**config.mk**
```make
export PLATFORM = sky130hd
export DESIGN_NAME = onebyfour_demux_seq
export DESIGN_NICKNAME = d
export VERILOG_FILES = /design/src/rtl/onebyfour_demux_seq.sv
export SDC_FILE = /design/constraint.sdc
export NUM_CORES = 1
export LEC_CHECK = 0
export CAP_MARGIN = 20
export CORE_MARGIN = 2
export CORE_UTILIZATION = 47
export DETAILED_ROUTE_END_ITERATION = 16
export HOLD_SLACK_MARGIN = 0.12
export PLACE_DENSITY = 0.8
export SLEW_MARGIN = 20
export SYNTH_ARGS = -nofsm -noshare
export SYNTH_HDL_FRONTEND = slang
export SYNTH_SLANG_ARGS = --single-unit
```
**constraint.sdc**
```tcl
create_clock -name i_clk -period 2.5 [get_ports i_clk]
set_clock_uncertainty 0.15 [all_clocks]
set_input_delay 0.5 -clock i_clk [delete_from_list [all_inputs] [get_ports i_clk]]
set_output_delay 0.5 -clock i_clk [all_outputs]
set_load 0.02 [all_outputs]
```
**src/rtl/onebyfour_demux_seq.sv**
```systemverilog
// Registered 1:4 demultiplexer with 4-lane frame collector.
// Each accepted word goes to one lane register, chosen by {s1,s0} or by a round-robin pointer.
// Once all four lanes are written, the lanes are snapshotted into a frame.
// The frame is offered to the consumer with a ready/valid handshake.
module onebyfour_demux_seq #(
    parameter int unsigned W = 1
) (
    input  logic           i_clk,
    input  logic           i_rst_n,
    input  logic [W-1:0]   i_din,
    input  logic           i_din_valid,
    output logic           o_din_ready,
    input  logic           i_mode,
    input  logic           i_s1,
    input  logic           i_s0,
    output logic [W-1:0]   o_ya,
    output logic [W-1:0]   o_yb,
    output logic [W-1:0]   o_yc,
    output logic [W-1:0]   o_yd,
    output logic [3:0]     o_lane_valid,
    output logic [1:0]     o_sel_q,
    output logic [4*W-1:0] o_frame_data,
    output logic           o_frame_valid,
    input  logic           i_frame_ready,
    output logic           o_dup
);

    // Pointer states carry the select code of the lane they address.
    typedef enum logic [1:0] {
        StA = 2'b11,
        StB = 2'b01,
        StC = 2'b10,
        StD = 2'b00
    } ptr_e;

    ptr_e           r_ptr;
    ptr_e           w_ptr_cur;
    ptr_e           w_ptr_nxt;
    logic [W-1:0]   r_ya, r_yb, r_yc, r_yd;
    logic [W-1:0]   w_ya_d, w_yb_d, w_yc_d, w_yd_d;
    logic [3:0]     r_lane_valid;
    logic [1:0]     r_sel_q;
    logic [1:0]     w_sel_d;
    logic [4*W-1:0] r_frame_data;
    logic           r_frame_valid;
    logic           r_dup;
    logic [3:0]     r_mask;
    logic           r_mode_q;
    logic           w_din_ready;
    logic           w_acc;
    logic           w_mode_chg;
    logic [1:0]     w_code;
    logic [3:0]     w_lane_sel;
    logic [3:0]     w_mask_cur;
    logic [3:0]     w_mask_wr;
    logic           w_dup;
    logic           w_frame_done;

    assign w_din_ready = ~r_frame_valid | i_frame_ready;
    assign w_acc       = i_din_valid & w_din_ready;
    // A mode change restarts frame assembly before this cycle's write is applied.
    assign w_mode_chg  = i_mode ^ r_mode_q;
    assign w_ptr_cur   = w_mode_chg ? StA : r_ptr;
    assign w_mask_cur  = w_mode_chg ? 4'b0000 : r_mask;
    assign w_code      = i_mode ? w_ptr_cur : {i_s1, i_s0};

    // Pointer next state: advance round-robin only on an accepted auto-mode write.
    always_comb begin
        w_ptr_nxt = w_ptr_cur;
        if (i_mode && w_acc) begin
            unique case (w_ptr_cur)
                StA: w_ptr_nxt = StB;
                StB: w_ptr_nxt = StC;
                StC: w_ptr_nxt = StD;
                StD: w_ptr_nxt = StA;
            endcase
        end
    end

    // Decode select code to a one-hot lane mask (bit3 = ya ... bit0 = yd).
    always_comb begin
        w_lane_sel = 4'b0000;
        unique case (w_code)
            2'b11: w_lane_sel = 4'b1000;
            2'b01: w_lane_sel = 4'b0100;
            2'b10: w_lane_sel = 4'b0010;
            2'b00: w_lane_sel = 4'b0001;
        endcase
    end

    assign w_mask_wr    = w_mask_cur | (w_acc ? w_lane_sel : 4'b0000);
    assign w_dup        = w_acc & (|(w_mask_cur & w_lane_sel));
    assign w_frame_done = w_acc & (w_mask_wr == 4'b1111);

    assign w_ya_d = (w_acc & w_lane_sel[3]) ? i_din : r_ya;
    assign w_yb_d = (w_acc & w_lane_sel[2]) ? i_din : r_yb;
    assign w_yc_d = (w_acc & w_lane_sel[1]) ? i_din : r_yc;
    assign w_yd_d = (w_acc & w_lane_sel[0]) ? i_din : r_yd;

    // sel_q tracks the upcoming pointer in auto mode and the last applied code otherwise.
    assign w_sel_d = i_mode ? w_ptr_nxt : (w_acc ? {i_s1, i_s0} : r_sel_q);

    // Pointer state register.
    always_ff @(posedge i_clk) begin
        if (!i_rst_n) begin
            r_ptr <= StA;
        end else begin
            r_ptr <= w_ptr_nxt;
        end
    end

    // Lane, mask, frame and status registers.
    always_ff @(posedge i_clk) begin
        if (!i_rst_n) begin
            r_ya          <= '0;
            r_yb          <= '0;
            r_yc          <= '0;
            r_yd          <= '0;
            r_lane_valid  <= 4'b0000;
            r_dup         <= 1'b0;
            r_mask        <= 4'b0000;
            r_sel_q       <= 2'b11;
            r_mode_q      <= 1'b0;
            r_frame_data  <= '0;
            r_frame_valid <= 1'b0;
        end else begin
            r_ya         <= w_ya_d;
            r_yb         <= w_yb_d;
            r_yc         <= w_yc_d;
            r_yd         <= w_yd_d;
            r_lane_valid <= w_acc ? w_lane_sel : 4'b0000;
            r_dup        <= w_dup;
            r_mask       <= w_frame_done ? 4'b0000 : w_mask_wr;
            r_sel_q      <= w_sel_d;
            r_mode_q     <= i_mode;
            if (w_frame_done) begin
                r_frame_data  <= {w_ya_d, w_yb_d, w_yc_d, w_yd_d};
                r_frame_valid <= 1'b1;
            end else if (i_frame_ready) begin
                r_frame_valid <= 1'b0;
            end
        end
    end

    assign o_din_ready   = w_din_ready;
    assign o_ya          = r_ya;
    assign o_yb          = r_yb;
    assign o_yc          = r_yc;
    assign o_yd          = r_yd;
    assign o_lane_valid  = r_lane_valid;
    assign o_sel_q       = r_sel_q;
    assign o_frame_data  = r_frame_data;
    assign o_frame_valid = r_frame_valid;
    assign o_dup         = r_dup;

endmodule
```
Word level (Yosys, flattened, before mapping)
Cells that the tools add are included.
{ "totals": {"register_bits": 23, "latch_bits": 0, "ram_bits": 0, "romBits": 0, "input_bits": 8, "n_memories": 0} }
{ "op_classes": {"add_sub_neg": 0, "n_mul": 0, "div": 0, "magnitude_cmp": 0, "n_eq_ne": 7, "shift": 0, "n_mux": 15, "bitwise_logic": 13, "n_reduce_logical": 7} }
{ "ops": {"columns": ["op", "n"], "rows": [
  ["$pmux W4 S4", 1],
  ["$mux W2", 5],
  ["$eq A2 B2 Y1 const B", 4],
  ["$mux W4", 2],
  ["$pmux W2 S4", 1],
  ["$and A1 B1 Y1", 7],
  ["$mux W1", 6],
  ["$and A4 B4 Y4", 1],
  ["$eq A2 B1 Y1 const B", 2],
  ["$eq A4 B4 Y1 const B", 1],
  ["$logic_not A2 Y1", 2],
  ["$or A4 B4 Y4", 1],
  ["$reduce_bool A2 Y1", 2],
  ["$reduce_or A4 Y1", 1],
  ["$not A1 Y1", 2],
  ["$reduce_or A2 Y1", 1],
  ["$logic_and A1 B1 Y1", 1],
  ["$or A1 B1 Y1", 1],
  ["$xor A1 B1 Y1", 1]
]} }

Longest topological paths before layout
Gate-level depths: netlist of run 1.
{ "depth": {"depth_word": 10, "depth_mapped": 6, "ltp_nobuf": 5} }

Worst setup path before layout of run 1
Ideal clock, no wire load.
{ "synth_timing": {"kind": "input to register", "from": "in i_frame_ready", "to": "reg r_frame_data[0] (netlist: o_frame_data[0])", "setup_time_ns": 0.121, "t_arrival_ns": 1.683, "path_slack_ns": 0.546, "path_stages": 6, "path_buffers": 1, "path_cell_list": "nand2b_1 buf_2 o2111ai_2 o211ai_2 nand3_4 mux2_4"} }
{ "synth_between": {"elab_chain_cells": 6, "elab_cells_between_ends": 8} }
{ "synth_lines": {"columns": ["element", "line", "rtl"], "rows": [
  ["start: declaration", "24", "input logic i_frame_ready,"],
  ["$or A1 B1 Y1 *", "59", "assign w_din_ready = ~r_frame_valid | i_frame_ready;"],
  ["via o_din_ready", "12", "output logic o_din_ready,"],
  ["$and A1 B1 Y1 *", "60", "assign w_acc = i_din_valid & w_din_ready;"],
  ["$mux W4", null, null],
  ["$or A4 B4 Y4", "91", "assign w_mask_wr = w_mask_cur | (w_acc ? w_lane_sel : 4'b0000);"],
  ["$eq A4 B4 Y1", "93", "assign w_frame_done = w_acc & (w_mask_wr == 4'b1111);"],
  ["$and A1 B1 Y1", "93", null],
  ["end signal: assignment", "137", "r_frame_data <= {w_ya_d, w_yb_d, w_yc_d, w_yd_d};"],
  ["end: declaration", "44", "logic [4*W-1:0] r_frame_data;"]
]} }
Mark *: on every way through the listed nets, which the timed path passes. The rest lies on a longest branch.
A chain may end at the register's enable or synchronous reset.

Final worst setup path of run 1
{ "layout_timing": {"from": "in i_frame_ready", "to": "out o_din_ready"} }
{ "layout_between": {"elab_chain_cells": 1} }
{ "layout_lines": {"columns": ["element", "line"], "rows": [
  ["$or A1 B1 Y1", "59"],
  ["end: declaration", "12"]
]} }
No other way between the ends.

==> flow_summary.toml, run 1 <==
[timing]
final-setup-viol-count = 0
finalHoldWorstSlack_ns = 0.381
fin_ws_ns = 0.0812
relSlewSlack = 0.750
hold_violations = 0
max_freq_mhz = 413
rsz0062_at_grt = "false"
post-route-min-period_ns = 2.42
min_period_over_period = 0.968
worst_pin_slew_ns = 0.374
setup_tns_ns = 0
slew_viol_final = 0

[min_path]
hp-class = "reg -> reg"
worst_hold_path.num_cells = 2

[global_routing]
grtUsageTotal = 0.225
grt_pass1_vias = 1062
grt_max_degree = 13
antenna_found_initial = 0
grt_overflow = 0
grt_first_pass_wirelength_um = 4590

[layout]
synthToLayoutAreaGrowth_pct = 34.0
fillers = 185
multi_input_area_um2 = 601
antenna_cells = 0
regArea_um2 = 460
fin_cells = 179
layout.nets = 160
drive_gt1_frac = 0.179

[synth]
async_flop_share = 0
synthTopCellsByArea = "dfxtp_1 (42%), mux2i_1 (5.4%), mux2_4 (5.4%)"
synth_compound_area_frac = 0.153
avgSynthCellArea_um2 = 9.55
yosys-top-cells-count = "dfxtp_1 (23), nand2_1 (15), nor2_1 (13)"
synth-main-ff-cell = "dfxtp_1"
synthMuxAreaShare = 0.108
ys_warn_count = 0
yosys.area_share.adder = 0
synth.top_cell.area_share = 0.416
netlist_instances = 116
ys_seq_elements = 23
synth_most_common_cell = "dfxtp_1"
yosys.area_share.simple = 0.251
ys_seq_area_frac = 0.416
synthesis.area_um2 = 1110
syn_nets = 124
synth_top_family_by_area = "simple AND/OR/NAND/NOR gates"
yosysTopAreaCell = "dfxtp_1"
synth_edf_count = 0
synth.distinct_cells = 38
synth_xor_area_frac = 0.0305

[setup_path]
start_kind = "input pin"
crit_buf_inv = 2
critPathMaxStageDelay_ns = 0.64
path_cells = "clkdlybuf4s50_1 -> nand2b_1 -> clkdlybuf4s50_1"
r2r_cells = 5
crit_top_cell = "clkdlybuf4s50_1"
cp.required_ns = 1.85
critPathTopFamily = "buffers and inverters"
critPathKind = "in -> out"
worstSetupEndpointType = "primary output"
slowest_stage = "clkdlybuf4s50_1"
arrival_ns = 1.77
crit_fanout = 3
path_depth = 3

[routing]
drtAntennaViolNets = 0
first_iter_violations = 21
routed_wl_um = 2540
avgViaCountPerCell = 5.48
drc = 0
routedWlPerCell_um = 14.2
vias = 981
first_pass_iters = 4

[floorplanning]
core_um2 = 2210
fp.dieArea_um2 = 2760
die_height_um = 52.5
start_util = 0.501
rows = 17
die_w_um = 52.5
ioPinCount = 25

[place]
placed_cells = 175
pre_cts_ws_ns = 0.000108
portBuffers = 24
gp_congestion = 0.967
hpwl_um = 1950

[clock_tree]
cts_tree = "built"
ctsHoldBuffers = 0
cts.sinks = 23
clockBufferDepth = 2
clock_latency_ns = 0.32
clockRootBuffer = "clkbuf_4"
path_clk_slew_ns = 0.13
numCtsBuffers = 3
htreeDepth = 1
postCtsSetupBuffers = 0
ctsResizeCount = 0

[pwr]
seqPwrFrac = 0.577
p_comb_frac = 0.163
p_per_area_nw_per_um2 = 452
max-vdd-ir-drop_v = 0.000380
finalPower_mw = 0.670
p_leak_nw = 0.655
power_report.internal_total_mw = 0.495
switching_share = 0.262
p_sw_mw = 0.175
p_clk_frac = 0.260

[run]
cap_violations = 0

[status]
status = "finished, final reports clean"
-- state kept, by name, indices dropped and copies added (netlist names) --
name / flops
r_mode_q: 1
o_yc: 1
o_yb: 1
o_yd: 1
o_sel_q: 2
o_ya: 1
r_mask: 4
o_dup: 1
o_frame_valid: 1
o_frame_data: 4
o_lane_valid: 4
r_ptr: 2
-- through the flow --
stage	util	cell area, µm²
floorplan	-	1110
global placement	0.659	1460
detailed placement	0.659	1460
CTS	0.671	1480
global route	0.671	1480
finish	0.671	1480
-- worst reg2reg max path, delay by kind of cell, from the launching register on --
kind	cells	cell delay, ns
flip-flops	1	0.48
AO/OA/AOI/OAI	2	0.43
AND/OR/NAND/NOR	2	0.41
multiplexers	1	0.31
-- cell usage in the layout (no fill, tap or decap), drive strengths merged, types with 3 or more instances in the layout --
master and count:
mux2i 6, dfxtp 23, buf 13, mux2 4, inv 3, and3 5, clkbuf 4, clkdlybuf4s50 24
o211ai 5, o21ai 4, xnor2 3, nor2 13, nand2 15, and2 6
-- area by class of cell --
cell class	instances	share of cell area
multi-input combinational	84	0.405
clock buffer	4	0.0177
sequential	23	0.310
timing repair buffer	37	0.236
inverter	3	0.00759
tap	28	0.0236
-- power groups by stage --
stage	clock [mW]	combinational [mW]	sequential (mW)
5_1_grt	0.193	0.120	0.388
4_1_cts	0.178	0.110	0.387
3_5_place_dp	0	0.109	0.395
2_1_floorplan	0	0.0552	0.399
3_3_place_gp	0	0.106	0.394
6_report	0.174	0.109	0.387
-- metal layers --
layer | track usage | vias to the layer above | wire (µm)
met3 | 0.0457 | 9 | 141
li1 | - | 477 | -
met1 | 0.257 | 452 | 1060
met5 | 0 | - | 0
met2 | 0.396 | 43 | 1270
met4 | 0.107 | 0 | 63
-- worst paths after layout --
check | slack (ns) | to | startpoint
min | 0.38 | r_mask[1]$_SDFF_PP0_ | r_mask[1]$_SDFF_PP0_
max reg2reg | 0.60 | o_frame_data[2]$_SDFFE_PN0P_ | r_ptr[1]$_SDFF_PN1_
max | 0.08 | o_din_ready | i_frame_ready
min reg2reg | 0.38 | r_mask[1]$_SDFF_PP0_ | r_mask[1]$_SDFF_PP0_
-- cell families after synthesis --
family / after synthesis
AO/OA/AOI/OAI: 21
XOR/XNOR: 3
buffers and inverters: 9
flip-flops: 23
multiplexers: 10
AND/OR/NAND/NOR: 50
Power figures use the tool's default switching activity.
==> run 2, diff against run 1 <==
--- a/config.mk
+++ b/config.mk
@@ -5,7 +5,6 @@
 export SDC_FILE = /design/constraint.sdc
 export NUM_CORES = 1
 export LEC_CHECK = 0
-export CAP_MARGIN = 20
 export CORE_MARGIN = 2
 export CORE_UTILIZATION = 47
 export DETAILED_ROUTE_END_ITERATION = 16
==> results of run 2 <==
No change in the layout: final DEF, timing and power equal those of run 1.
==> run 3, diff against run 2 <==
--- a/config.mk
+++ b/config.mk
@@ -8,6 +8,7 @@
 export CORE_MARGIN = 2
 export CORE_UTILIZATION = 47
 export DETAILED_ROUTE_END_ITERATION = 16
+export GPL_ROUTABILITY_DRIVEN = 0
 export HOLD_SLACK_MARGIN = 0.12
 export PLACE_DENSITY = 0.8
 export SLEW_MARGIN = 20
==> results of run 3 <==
No change in the layout: final DEF, timing and power equal those of run 1.
